**config.mk**
```make
export PLATFORM = sky130hd
export DESIGN_NAME = pool_window_feeder
export DESIGN_NICKNAME = d
export VERILOG_FILES = /design/src/rtl/pool_window_feeder.sv
export SDC_FILE = /design/constraint.sdc
export NUM_CORES = 1
export LEC_CHECK = 0
export CAP_MARGIN = 20
export CORE_MARGIN = 1.5
export CORE_UTILIZATION = 56
export DETAILED_ROUTE_END_ITERATION = 12
export MAX_ROUTING_LAYER = met4
export PLACE_DENSITY = 0.8
export SLEW_MARGIN = 30
export SYNTH_ARGS = -nofsm -noshare
export SYNTH_HDL_FRONTEND = slang
export SYNTH_SLANG_ARGS = --single-unit
```
**constraint.sdc**
```tcl
create_clock -name clk -period 3.22 [get_ports clk]
set_input_delay 0.644 -clock clk [delete_from_list [all_inputs] [get_ports clk]]
set_output_delay 0.644 -clock clk [all_outputs]
set_load 0.1 [all_outputs]
```
**src/rtl/pool_window_feeder.sv**
```systemverilog
// pool_window_feeder: buffers one row of a raster pixel stream, issues 2x2 windows to max_pooling, streams pooled results
// Ports:
//   clk, rst_n                  clock (rising edge), asynchronous active-low reset
//   in_data/in_valid/in_ready   raster-order pixel stream in
//   im/en/input_ready           window, enable and issue strobe to max_pooling
//   om/done                     pooled result from max_pooling
//   out_data/out_valid/out_ready/out_last  pooled pixel stream out, last marks end of frame
module pool_window_feeder #(
    parameter int IL    = 4,
    parameter int FL    = 16,
    parameter int MAP_W = 8,
    parameter int MAP_H = 8,
    parameter int SIZE  = 4
) (
    input  logic                          clk,
    input  logic                          rst_n,
    input  logic [IL+FL-1:0]              in_data,
    input  logic                          in_valid,
    output logic                          in_ready,
    output logic [SIZE-1:0][IL+FL-1:0]    im,
    output logic                          en,
    output logic                          input_ready,
    input  logic [IL+FL-1:0]              om,
    input  logic                          done,
    output logic [IL+FL-1:0]              out_data,
    output logic                          out_valid,
    input  logic                          out_ready,
    output logic                          out_last
);
    localparam int W  = IL + FL;
    localparam int CW = $clog2(MAP_W);
    localparam int RW = $clog2(MAP_H);
    localparam logic [1:0] FILL  = 2'd0;
    localparam logic [1:0] ISSUE = 2'd1;
    localparam logic [1:0] WAIT  = 2'd2;
    localparam logic [1:0] OUT   = 2'd3;

    logic [1:0]    state;
    logic [CW-1:0] col;
    logic [RW-1:0] row;
    logic [W-1:0]  left;
    logic [W-1:0]  rowbuf [MAP_W];
    logic          last_win;
    logic          acc;
    logic          col_end;
    logic          row_end;

    // en doubles as "out of reset" so in_ready stays low until the first clock after release
    assign in_ready    = en && state == FILL;
    assign input_ready = state == ISSUE;
    assign acc         = in_valid && in_ready;
    assign col_end     = col == CW'(MAP_W - 1);
    assign row_end     = row == RW'(MAP_H - 1);

    always_ff @(posedge clk) begin
        if (acc && !row[0])
            rowbuf[col] <= in_data;
    end

    always_ff @(posedge clk or negedge rst_n) begin
        if (!rst_n) begin
            state     <= FILL;
            col       <= '0;
            row       <= '0;
            left      <= '0;
            last_win  <= 1'b0;
            en        <= 1'b0;
            im        <= '0;
            out_data  <= '0;
            out_valid <= 1'b0;
            out_last  <= 1'b0;
        end else begin
            en <= 1'b1;
            case (state)
                FILL: if (acc) begin
                    col <= col_end ? '0 : col + CW'(1);
                    if (col_end)
                        row <= row_end ? '0 : row + RW'(1);
                    // odd row, odd col completes a window; col-1 is the even column above-left
                    if (row[0] && col[0]) begin
                        im       <= {in_data, left, rowbuf[col], rowbuf[col - CW'(1)]};
                        last_win <= row_end && col_end;
                        state    <= ISSUE;
                    end else if (row[0]) begin
                        left <= in_data;
                    end
                end
                ISSUE: state <= WAIT;
                WAIT: if (done) begin
                    out_data  <= om;
                    out_valid <= 1'b1;
                    out_last  <= last_win;
                    state     <= OUT;
                end
                OUT: if (out_ready) begin
                    out_valid <= 1'b0;
                    out_last  <= 1'b0;
                    state     <= FILL;
                end
                default: state <= FILL;
            endcase
        end
    end
endmodule
```
==> impl_metrics.py <==
metrics = {
    "status": {
        "status": "finished clean",
    },
    "floorplan": {
        "rows": 53,
        "ios": 150,
        "dieArea_um2": 22700,
        "die_width_um": 151,
        "start_util_pct": 57.5,
        "die_y_um": 151,
        "core_area_um2": 21200,
    },
    "min_path": {
        "hold_path.class": "in2async",
    },
    "placed_design": {
        "place.detailed.hpwl_um": 17700,
        "gp_congestion": 0.786,
        "numPlacedInstances": 1220,
        "portBuffers": 149,
    },
    "yosys": {
        "synth_area_leaders": "edfxtp_1 39%, dfrtp_1 27%, mux2i_1 12%",
        "syn-num-nets": 868,
        "yosys.area_share.simple_pct": 4.38,
        "synthAdderAreaFrac_pct": 1.03,
        "yosysUniqueCellTypes": 31,
        "ys_seq_area_share_pct": 66.4,
        "syn_area_um2": 12200,
        "synth_top_family_by_area": "multiplexers",
        "yosysTopAreaCell": "edfxtp_1",
        "synth.avg_cell_area_um2": 15.0,
        "ys_ff_latch": 292,
        "synth_cells": 813,
        "synth_xor_area_share_pct": 0.0718,
        "synth_top_area_share_pct": 39.4,
        "synth_mux_area_share_pct": 19.3,
        "synth-compound-area-share_pct": 6.26,
        "yosysWarnings": 0,
    },
    "global_routing": {
        "antenna_found_initial": 0,
        "grt_overflow_total": 0,
        "grt_max_degree": 76,
        "grt_usage_pct": 25.7,
        "first_global_vias": 7789,
        "grt_pass1_wl_um": 42700,
    },
    "setup_path": {
        "worstSetupStartpointType": "flop",
        "critical-path-slowest-cell": "dfrtp_1",
        "path_cells": "inv_1 -> ha_1 -> and2_1 -> buf_4",
        "rrSetupSlack_ns": 0.93,
        "crit_fanout": 4,
        "critPathCaptureType": "output pin",
        "crit_path_max_incr_delay_ns": 0.42,
        "r2r_cells": 5,
        "worstPathArrival_ns": 1.74,
        "cp.required_ns": 2.58,
        "worstSetupPathType": "reg2out",
    },
    "timing": {
        "worst_slew_pin_slew_ns": 0.872,
        "relSlewSlack_pct": 41.9,
        "finalSetupTns_ns": 0,
        "fmax_mhz": 419,
        "hold_violations": 0,
        "min_period_ns": 2.39,
        "slew_violations": 0,
        "clock_skew_ns": 0.00899,
        "finalSetupViolCount": 0,
        "period_share_pct": 74.2,
        "rsz0062_at_grt": "no",
        "worst_hold_slack_ns": 0.121,
    },
    "clock_tree": {
        "clk_latency_ns": 0.54,
        "clock_path_buffers": 3,
        "postCtsResizedCells": 0,
        "ctsHoldBuffers": 0,
        "root_buffer": "clkbuf_16",
        "htreeDepth": 1,
        "numCtsBuffers": 30,
        "clkTransAtPathRegs_ns": 0.06,
        "cts_tree": "yes",
        "postCtsSetupBuffers": 0,
        "clock_sinks": 292,
    },
    "drt": {
        "avgViaCountPerCell": 5.87,
        "drt_iter0_drc": 543,
        "drc": 0,
        "postRouteAntennaNets": 0,
        "dr.pass1.iters": 4,
        "wl_per_cell_um": 21.5,
        "route.vias.total": 7492,
        "routed_wl_um": 27500,
    },
    "layout": {
        "layout_commonest_cell": "edfxtp_1",
        "final_nets": 1032,
        "drive_gt1_share_pct": 26.9,
        "nFillCells": 1443,
        "stdcell_count": 1276,
        "multi_input_area_um2": 3800,
        "final_cell_mix": "160 x edfxtp_1, 141 x mux2i_1, 134 x buf_4, 131 x dfrtp_1, 82 x mux2_2",
        "diodes": 0,
        "synthToLayoutAreaGrowth_pct": 21.3,
        "seqCellArea_um2": 8110,
    },
    "power": {
        "irDropWorstVdd_uv": 768,
        "powerDensity_nw_per_um2": 859,
        "power.leakage_nw": 6.51,
    },
    "job": {
        "maxCapViolations": 0,
    },
}
[per-stage QoR]
stage	worst slack (ns)	power (mW)	util (%)	area [µm²]
final	0.831	12.7	69.8	14800
after floorplan	0.400	8.11	-	12200
after detailed placement	0.712	9.32	65.1	13800
after global routing	0.716	13.2	69.8	14800
after global placement	0.751	9.23	65.1	13800
after CTS	0.819	12.7	69.8	14800
[critical path: cells and delay by family (launching register included)]
family / cells / cell delay (ns)
flops: 1 / 0.42
buf+inv: 2 / 0.42
fa+ha+maj: 1 / 0.21
simple gates: 1 / 0.16
[cell usage after synthesis, drive strengths merged]
| master | count |
|---|---|
| nor3 | 2 |
| inv | 5 |
| a41o | 20 |
| or2 | 1 |
| o22ai | 40 |
| and2 | 23 |
| buf | 32 |
| nand3 | 2 |
| xor2 | 1 |
| mux2 | 83 |
| nand2 | 52 |
| nand2b | 5 |
| mux2i | 141 |
| a21o | 3 |
| a22oi | 20 |
| nor2b | 1 |
| edfxtp | 160 |
| a31oi | 1 |
| a21oi | 1 |
| nor2 | 32 |
| and4 | 1 |
| conb | 1 |
| clkbuf | 18 |
| dfrtp | 132 |
| o21ai | 26 |
| ha | 10 |
[flip-flops by register name, summed over array words and instances, names as in the netlist]
register and cells:
im 80, en 1, state 2, out_data 20
col 3, left 20, last_win 1, rowbuf 160
out_valid 1, out_last 1, row 3
[logic make-up (layout without fill, tap and decap cells)]
family,Yosys count,in the layout
AO/OA/AOI/OAI,111,111
XOR/XNOR,1,1
adder cells (fa/ha/maj),10,10
buffers and inverters,55,243
flip-flops,292,292
multiplexers,224,224
other,1,1
AND/OR/NAND/NOR,119,119
[power breakdown]
| group | internal [mW] | switching (mW) | total, mW |
|---|---|---|---|
| registers | 4.23 | 0.155 | 4.38 |
| logic | 1.62 | 3.29 | 4.91 |
| clock network | 2.06 | 1.37 | 3.43 |
| total | 7.91 | 4.81 | 12.7 |
[worst paths after layout]
| kind | startpoint | endpoint |
|---|---|---|
| worst max register to register | col[0] | im[2] |
| worst min register to register | im[37] | im[37] |
| worst max-delay path | state[1] | in_ready |
| min in group clk | im[37] | im[37] |
| worst min-delay path | rst_n | out_data[2] |
| max in group asynchronous | rst_n | im[8] |
[metal layers]
| metal | share of wire, % | routed length [µm] | track usage (%) | up-vias |
|---|---|---|---|---|
| li1 | - | - | - | 3375 |
| met1 | 41 | 11400 | 33.9 | 3770 |
| met2 | 48 | 13200 | 40.6 | 300 |
| met3 | 8.1 | 2240 | 5.27 | 47 |
| met4 | 2.5 | 692 | 7.28 | 0 |
| met5 | 0 | 0 | - | - |
[final cells by class]
type / instances / share of cell area [%]
clock inverter: 12 / 0.761
timing repair buffer: 182 / 10.3
inverter: 5 / 0.127
tap: 275 / 2.32
clock buffer: 44 / 5.99
multi-input combinational: 466 / 25.7
sequential: 292 / 54.8
No activity file was read; power rests on OpenSTA's default activity.
==> edit 1: new RTL, config.mk and constraints unchanged <==
The parameter `FL` goes from 16 to 15.
--- a/src/rtl/pool_window_feeder.sv
+++ b/src/rtl/pool_window_feeder.sv
@@ -8,5 +8,5 @@
 module pool_window_feeder #(
     parameter int IL    = 4,
-    parameter int FL    = 16,
+    parameter int FL    = 15,
     parameter int MAP_W = 8,
     parameter int MAP_H = 8,
Interface: changed (resized im, in_data, om and out_data); port bits go from 150 to 143. No check against the original RTL was run, so the function may have changed too.
==> edit 1 against the unedited design <==
- total power decreased by 4.9%
- core utilization about the same
- final area decreased by 4.4%
- critical path depth unchanged
- worst setup slack got worse by 17 ps
- synthesized cell count decreased by 4.8%
- sequential cell count decreased by 14
- synthesized area decreased by 4.8%
- non-clock buffer count decreased by 5
- routed wire length decreased by 6.0%
- fmax decreased by 0.72%
- largest cell class unchanged
- highest routed layer unchanged
==> edit 1: results (changes against the unedited design) <==
status: "finished, final reports clean"
syn_nets: 827  # -4.7%
final_cells: 1230  # -3.6%
drv_cap: 0  # unchanged
grt_start_max_net_pins: 103  # +36%
nets: 990  # -4.1%
p_leak_uw: 0.00623  # -4.3%
grt.total_usage_pct: 24.7  # -0.91 points
io_buffer_count: 142  # -4.7%
netlist_top_cells_count: "edfxtp_1, mux2i_1, dfrtp_1, mux2_2, nand2_1"
ys_types: 34  # +9.7%
gp_congestion: 0.828  # +5.3%
cts_buffers: 29  # -3.3%
syn_inst: 774  # -4.8%
ys_warn_count: 0  # unchanged
postCtsSetupBuffers: 0  # unchanged
reg_top3: "rowbuf: 152 flops, im: 76 flops"
pre_cts_ws_ps: 594  # -118 ps
post_drt_via_cell_ratio: 5.75  # -2.0%
drive_gt1_share_pct: 27.6  # +0.73 points
crit_arrival_ps: 1760  # +20 ps
peakVddDrop_mv: 0.818  # +6.4%
drt_iter0_drc: 597  # +9.9%
synthArstFlopShare_pct: 45.3  # +0.12 points
slew_headroom_pct: 55.5  # +14 points
dpl.hpwl_um: 16400  # -7.4%
grt_pass1_vias: 7075  # -9.2%
cp_top_family: "buffers and inverters"
critPathMaxStageDelay_ps: 400  # -20 ps
firstDrtPassIters: 5  # +1
wl_um: 25800  # -6.0%
skew_ps: 12.0  # +3.02 ps
ys_top_cells_by_area: "edfxtp_1, dfrtp_1, mux2i_1"
synth-edff-count: 152  # -5.0%
## edit 1: changes by cell type after synthesis, sizes merged, moves of 2 or more
| cell | unedited run | this run |
|---|---|---|
| mux2i | 141 | 134 |
| mux2 | 83 | 79 |
| buf | 32 | 30 |
| nand2 | 52 | 50 |
| o22ai | 40 | 38 |
| edfxtp | 160 | 152 |
| clkbuf | 18 | 15 |
| dfrtp | 132 | 126 |
## edit 1: cell type report
type                    instances  area, um2
fillers                      1397       6140
flip-flops and latches        278       7720
multi-input cells             446       3650
clock buffers                  44        843
clock inverters                10        101
well taps                     270        338
repair buffers                177       1490
inverters                       5       18.8
## edit 1: power breakdown
group | switching, uW | internal, uW | total, uW
Clock | 1300 | 1960 | 3260
Combinational | 3090 | 1570 | 4660
Sequential | 147 | 4030 | 4170
Total | 4540 | 7550 | 12100
## edit 1: cells by family after synthesis
family	share of synthesized area, %
xor+xnor	0.140
fa+ha+maj	1.08
buf+inv	2.33
other cells	0.0323
flops	66.4
compound gates	6.28
mux	19.2
simple gates	4.52
## edit 1: per-stage QoR
step	util (%)	area (um2)	power, uW
final	69.7	14200	12100
after global routing	69.7	14200	12600
after CTS	69.7	14200	12200
after detailed placement	65.1	13200	8900
after global placement	65.1	13200	8830
after floorplan	-	11600	7750
## edit 1: worst paths after layout
path	start	endpoint	slack, ps	cells after the start
worst max-delay path	state[0]	in_ready	810	4
worst min-delay path	rst_n	out_data[13]	90	1
worst max register to register	col[0]	im[2]	1000	5
worst min register to register	im[20]	im[20]	480	2
max in group asynchronous	rst_n	im[10]	2500	2
min in group clk	im[20]	im[20]	480	2
## edit 1: worst register-to-register path, delay by kind of cell (launching register included)
family                 cells  cell delay (ps)
AO/OA/AOI/OAI              1              220
buffers and inverters      2              860
flip-flops                 1              430
AND/OR/NAND/NOR            2              600
## edit 1: layer usage
metal	up-vias	wire, um	track usage (%)	share of wire (%)
met3	52	1930	3.79	7.5
met2	290	12400	38.7	48
li1	3236	-	-	-
met1	3500	10800	33.9	42
met4	0	618	7.45	2.4
met5	-	0	-	0
==> edit 2: new RTL, config.mk and constraints unchanged <==
Without the edit above. Reset style: synchronous (`rst_n`), changed in one clocked block. Comments in the files are not updated.
--- a/src/rtl/pool_window_feeder.sv
+++ b/src/rtl/pool_window_feeder.sv
@@ -58,5 +58,5 @@
     end
 
-    always_ff @(posedge clk or negedge rst_n) begin
+    always_ff @(posedge clk) begin
         if (!rst_n) begin
             state     <= FILL;
Formal check against the unedited RTL: differs if rst_n is asserted again (counterexample within 4 cycles, from zero or initial values and one cycle with rst_n low); with rst_n held inactive, the same outputs for 4 cycles.
==> edit 2 against the unedited design <==
- synthesized area decreased by 7.4%
- sequential cell count unchanged
- via count decreased by 2.3%
- final area decreased by 7.8%
- non-clock buffer count decreased by 6
- routed wire length decreased by 7.7%
- largest cell class unchanged
- count of clock-buffer cells in the layout unchanged
- worst setup slack improved by 95 ps
Power is not compared: it rests on default switching activity, and its combinational part moved more than twofold at a synthesized area within 25%.
==> edit 2: results (changes against the unedited design) <==
netlist_top_cells_count: "nand2_1, edfxtp_1, dfxtp_1, a21oi_1, mux4_2"
grt_pass1_vias: 7060  # -9.4%
ys.flop_type: "edfxtp_1"
ys_types: 34  # +9.7%
h-tree-depth: 1  # unchanged
grt_first_pass_wirelength_um: 39400  # -7.8%
worst_pin_slew_ps: 954  # +82.1 ps
syn_nets: 906  # +4.4%
timing.rr.end: "row[0]"
seqCellArea_um2: 7450  # -8.2%
post_drt_via_cell_ratio: 5.70  # -3.0%
r2r-start: "col[0]"
yosysSeqAreaShare_pct: 65.9  # -0.55 points
gp_congestion: 0.784  # -0.31%
layout.nonclk_buf_share_pct: 10.8  # +0.45 points
dpl.hpwl_um: 15700  # -11%
hold_slack_ps: 454  # +333 ps
buffers: 176  # -3.3%
inverters: 7  # +2
antenna_found_initial: 0  # unchanged
ff2ff_path_depth: 6  # +1
multiInputCombCellCount: 493  # +5.8%
cts_buffers: 28  # -6.7%
sw_frac_of_total_pct: 20.5
multi_input_area_share_pct: 25.5  # -0.17 points
cp_top_family: "buffers and inverters"
critical_path.max_fanout: 4  # unchanged
critPathLaunch: "state[1]"
nets: 1053  # +2.0%
min_path_type: "reg2reg"
powerComb_uw: 357
synthArstFlopShare_pct: 0  # -45 points
drt_iter0_drc: 610  # +12%
final-clk-cell-share_pct: 6.50  # -0.25 points
clockRootBuffer: "clkbuf_16"
grt_start_max_net_pins: 87  # +14%
skew_ps: 21.1  # +12.1 ps
drive_gt1_share_pct: 23.7  # -3.1 points
crit_arrival_ps: 1650  # -90 ps
critPathSlowestCell: "dfxtp_1"
peakVddDrop_mv: 0.474
fillers: 1411  # -2.2%
grt.total_usage_pct: 24.7  # -0.96 points
setup_viol: 0  # unchanged
critPathMaxStageDelay_ps: 340  # -80 ps
reg_top3: "rowbuf: 160 flops, im: 80 flops"
wire_per_inst_um: 19.7  # -8.3%
p_leak_uw: 0.00470
status: "finished, final reports clean"
r2r_slack_ps: 940
ys_top_cells_by_area: "edfxtp_1, dfxtp_1, mux4_2"
## edit 2: changes by cell type in the layout (fill, tap and decap cells not counted), sizes merged, moves of 83 or more
cell   change
dfxtp    +132
mux2i    -120
a21oi    +128
mux2      -83
nand2    +162
dfrtp    -132
## edit 2: kinds of logic after synthesis
logic type	share of synthesized area, %
buffers and inverters	3.41
DFF	65.9
and+or+nand+nor	8.81
muxes	13.8
AOI/OAI and AO/OA	6.90
adders and majority gates	1.11
xor gates and xnor gates	0.0775
## edit 2: through the flow
step	utilization, %	cells	worst slack, ps	power, uW	cell area, um2
after floorplan	-	851	230	4250	11300
after global placement	64.9	1233	625	4390	12800
after detailed placement	64.9	1233	598	4390	12800
after CTS	69.4	1285	893	7470	13600
after global routing	69.4	1285	730	7640	13600
final	69.4	1285	926	7430	13600
## edit 2: metal layers
metal	vias to the layer above	global-route usage [%]	wire [um]
li1	3379	-	-
met1	3642	31.6	10100
met2	253	41.4	13100
met3	45	3.36	1500
met4	0	7.45	675
met5	-	-	0
